File: config.mk
export PLATFORM = sky130hd
export DESIGN_NAME = flag_register_unit
export DESIGN_NICKNAME = d
export VERILOG_FILES = /design/src/rtl/flag_register_unit.sv
export SDC_FILE = /design/constraint.sdc
export NUM_CORES = 1
export LEC_CHECK = 0
export BUFFER_PORTS_ARGS = -buffer_cell sky130_fd_sc_hd__buf_2
export CORE_MARGIN = 8
export CORE_UTILIZATION = 34
export CTS_CLUSTER_SIZE = 16
export DETAILED_ROUTE_END_ITERATION = 10
export PLACE_DENSITY = 0.63
export REMOVE_ABC_BUFFERS = 1
export SKIP_CTS_REPAIR_TIMING = 1
export SYNTH_ARGS = -nofsm -noshare
export SYNTH_HDL_FRONTEND = slang
export SYNTH_SLANG_ARGS = --single-unit
export TNS_END_PERCENT = 1
File: constraint.sdc
create_clock -name clk -period 1.1 [get_ports clk]
set_input_delay 0.22 -clock clk [delete_from_list [all_inputs] [get_ports clk]]
set_output_delay 0.22 -clock clk [all_outputs]
set_load 0.005 [all_outputs]
File: src/rtl/flag_register_unit.sv
// flag_register_unit
// Two-stage condition-flag register: the ALU flags are captured into a
// pending register on a flag-update request and committed to the
// architectural flag register on the following edge. The committed carry
// is fed back to the ALU. Optional build macro FLAG_FWD_EN forwards pending
// flags to the condition tester instead of stalling the control unit.
module flag_register_unit (
  input  logic       clk,
  input  logic       reset,
  input  logic [3:0] alu_flags,
  input  logic       s_en,
  input  logic       hold,
  input  logic       flags_req,
  output logic       N,
  output logic       Z,
  output logic       C,
  output logic       V,
  output logic       cin,
  output logic       stall,
  output logic [7:0] upd_cnt
);

  // Bit positions inside a {N,Z,C,V} flag vector
  localparam int unsigned BIT_N = 3;
  localparam int unsigned BIT_Z = 2;
  localparam int unsigned BIT_C = 1;
  localparam int unsigned BIT_V = 0;

  typedef enum logic [0:0] {
    IDLE = 1'b0,
    PEND = 1'b1
  } state_t;

  state_t     state_r;
  logic [3:0] pend_reg_r;
  logic [3:0] flag_reg_r;
  logic [7:0] upd_cnt_r;

  logic       capture_s;
  logic [3:0] flags_out_s;
  logic       stall_s;

  // A capture needs a request and no freeze; a frozen request is dropped
  always_comb begin
    capture_s = 1'b0;
    if (s_en && !hold) begin
      capture_s = 1'b1;
    end else begin
      capture_s = 1'b0;
    end
  end

  // Capture/commit pipeline: commit whatever is pending, then optionally capture new flags
  always_ff @(posedge clk or posedge reset) begin
    if (reset) begin
      state_r    <= IDLE;
      pend_reg_r <= 4'b0000;
      flag_reg_r <= 4'b0000;
      upd_cnt_r  <= 8'd0;
    end else begin
      // The commit is unconditional in PEND; hold only blocks new captures
      if (state_r == PEND) begin
        flag_reg_r <= pend_reg_r;
        upd_cnt_r  <= upd_cnt_r + 8'd1;
      end else begin
        flag_reg_r <= flag_reg_r;
        upd_cnt_r  <= upd_cnt_r;
      end

      if (capture_s) begin
        pend_reg_r <= alu_flags;
        state_r    <= PEND;
      end else begin
        pend_reg_r <= pend_reg_r;
        state_r    <= IDLE;
      end
    end
  end

  // Flag view for the condition tester and the stall request to the control unit
  always_comb begin
    flags_out_s = flag_reg_r;
    stall_s     = 1'b0;
    case (state_r)
      IDLE: begin
        flags_out_s = flag_reg_r;
        stall_s     = 1'b0;
      end
      PEND: begin
`ifdef FLAG_FWD_EN
        // Pending flags are forwarded, so the control unit never waits
        flags_out_s = pend_reg_r;
        stall_s     = 1'b0;
`else
        // Committed flags are stale while an update is pending
        flags_out_s = flag_reg_r;
        stall_s     = flags_req;
`endif
      end
      default: begin
        flags_out_s = flag_reg_r;
        stall_s     = 1'b0;
      end
    endcase
  end

  assign N       = flags_out_s[BIT_N];
  assign Z       = flags_out_s[BIT_Z];
  assign C       = flags_out_s[BIT_C];
  assign V       = flags_out_s[BIT_V];
  // Carry-in always comes from the committed flags, never the pending ones
  assign cin     = flag_reg_r[BIT_C];
  assign stall   = stall_s;
  assign upd_cnt = upd_cnt_r;

endmodule

==> impl_results.md <==
* Status: finished, violations left
* Failing checks: negative setup slack
* CP required at 0.88 ns
* TritonCTS Buffers at 3
* Static Leak at 0.474 nW
* Total power at 0.00186 W
* First-pass GRT wire length at 1.99 mm
* GPL Wtd Cong at 0.746
* Final setup skew at 0.00552 ns
* Period utilization at 107%
* Most common cell after layout, fill and taps aside: buf_2
* Layout cells sized above 1 at around three fifths
* Layout net count at ~90
* Synth Area in Adders at 1.81%
* WHS at between 0.15 and 0.2 ns
* Grt total ovfl at 0
* Antenna-violating nets left at 0
* Number of antenna cells inserted at 0
* Vias in the first global route at 480
* GRT Overall Usage at 7.35%
* Syn Area/Cell at 14.1 um2
* Synth warn at 0
* TritonCTS clock tree: yes
* Fmax at 852 MHz
* Pin count of the biggest net entering global routing at 18
* Largest family of logic cells by synthesized area: multiplexers
* Worst R2R Setup Slack at 0.01 ns
* H-tree levels at 1
* Worst Path Class, Setup: register to output port
* Post-synthesis compound-gate area fraction at 0%
* Row count at 16
* Sink Count at 17
* Root buffer cell: clkbuf_4
* Die ar. at 3730 um2
* Clock tree buffer depth at 2
* Max FO, Critical Path at 3
* Setup WS post-layout at -0.0741 ns
* Die X at slightly above 60 um
* Leading area contributor after synthesis: dfrtp_1
* Syn Inst Count at 49
* Drt drc at 0
* Most frequent cells in the layout: buf_2 (19), dfrtp_1 (16), mux2_2 (9)
* PortBufs at 22
* Area growth syn-to-layout at 36.8%
* Starting Density at 35.6%
* Detailed placer's ending HPWL at 1.02 mm
* Drt pass-1 iters at 2
* # Max-Cap Violations at 0
* Worst slew pin tran at roughly 0.21 ns
* Peak supply drop at ~920 uV
* Via-per-instance ratio at 4.29
* Area contributors post-synth: dfrtp_1 (62%), mux2_2 (15%), xnor2_1 (5.1%)
* RSZ-0062 raised after global routing: true
* Clk Latency, worst-skew pair at between 0.2 and 0.3 ns
* Initial antenna violation count at 0
* Post-DP Area at 862 um2
* Worst setup EP type: output port
* Die Y-Extent at between 60 and 70 um
* Post-synth cell types at 17
* 1st-iter DRT viols at 9
* Simple-Gate Fraction of Synth Area at under 10%
* Post-synthesis cell area at between 600 and 700 um2
* Final Hold Fails at 0
* Cell Pwr Density at 1970 nW/um2
* Synth Register Bits at 17
* Mux cell area share after synthesis at 14.7%
* Clock-pin slew on the worst setup and hold paths at ~0.1 ns
* Area of the core at 1940 um2
* Vias at 463
* Seq/Total Area, Yosys at 61.6%
* I/O pins at 23
* Xor/xnor share of the synthesized area at 8.88%
* Fin. max-slew vios at 0
* Worst min-delay path class: input pin to register
* CP startpoint kind: register
* WP data arrival at 0.95 ns
* Share of the synthesized area in the top cell type at 61.6%
* WL final at 1.28 mm
* Setup violators final at 3
* Place WS at 0.0391 ns
* Crit path time final at 1.17 ns
* Slew Limit Headroom at 86.1%
* Routed len/inst at about 12 um
* Post-route cell area at roughly 940 um2
==> sequential cells by signal (all words and copies together), names as in the netlist <==
name,count
pend_reg_r,4
flag_reg_r,4
upd_cnt,8
state_r,1
==> metal layers <==
metal | routed length (um) | track usage [%] | vias up
met5 | 0 | 0 | -
met4 | 0 | 2.99 | 0
met3 | 127 | 3.55 | 0
met2 | 511 | 9.55 | 19
met1 | 644 | 9.98 | 214
li1 | - | - | 230
==> critical path, cell delays in order (launching register included) <==
cell and delay, ns:
dfrtp_2 0.42, and2_4 0.14, buf_6 0.11
==> area by class of cell <==
| type | instances | area (um2) |
|---|---|---|
| multi-input cells | 28 | 246 |
| fillers | 186 | 997 |
| inverters | 1 | 3.75 |
| repair buffers | 31 | 206 |
| clock inverters | 1 | 5.00 |
| flip-flops and latches | 17 | 427 |
| well taps | 27 | 33.8 |
| clock buffers | 3 | 22.5 |
==> stage by stage <==
stage,utilization [%],setup TNS [ns],std cells
5_1_grt,48.6,-0.467,108
6_report,48.6,-0.167,108
3_3_place_gp,44.4,0,101
2_1_floorplan,-,-0.0150,46
4_1_cts,45.8,-0.354,105
3_5_place_dp,44.4,0,101
==> logic make-up after synthesis <==
kind of cell	count (synthesis)
xor gates and xnor gates	7
adders and majority gates	1
buffers and inverters	4
DFF	17
muxes	9
and+or+nand+nor	11
==> worst paths after layout <==
| path | from | end | depth (start not counted) |
|---|---|---|---|
| worst max-delay path | state_r | stall | 2 |
| worst min-delay path | alu_flags[1] | pend_reg_r[1] | 2 |
| worst max register to register | state_r | upd_cnt[1] | 3 |
| worst min register to register | upd_cnt[7] | upd_cnt[7] | 1 |
| max in group asynchronous | reset | state_r | 4 |
| min in group asynchronous | reset | pend_reg_r[1] | 4 |
==> cells in the mapped netlist, drive strengths merged <==
library cell  count
and2              1
dfrtp            17
nor3              1
nand2             3
buf               2
and3              1
xor2              3
ha                1
nor2              1
nor2b             1
mux2              9
xnor2             4
clkbuf            1
nand4             3
inv               1
==> where the power goes <==
part | switching [W] | internal (W) | leakage, nW | total (W)
logic | 0.000223 | 0.000392 | 0.248 | 0.000615
registers | 0.000138 | 0.000785 | 0.208 | 0.000923
clock network | 0.000187 | 0.000135 | 0.0177 | 0.000322
(Power assumes the default switching activity.)
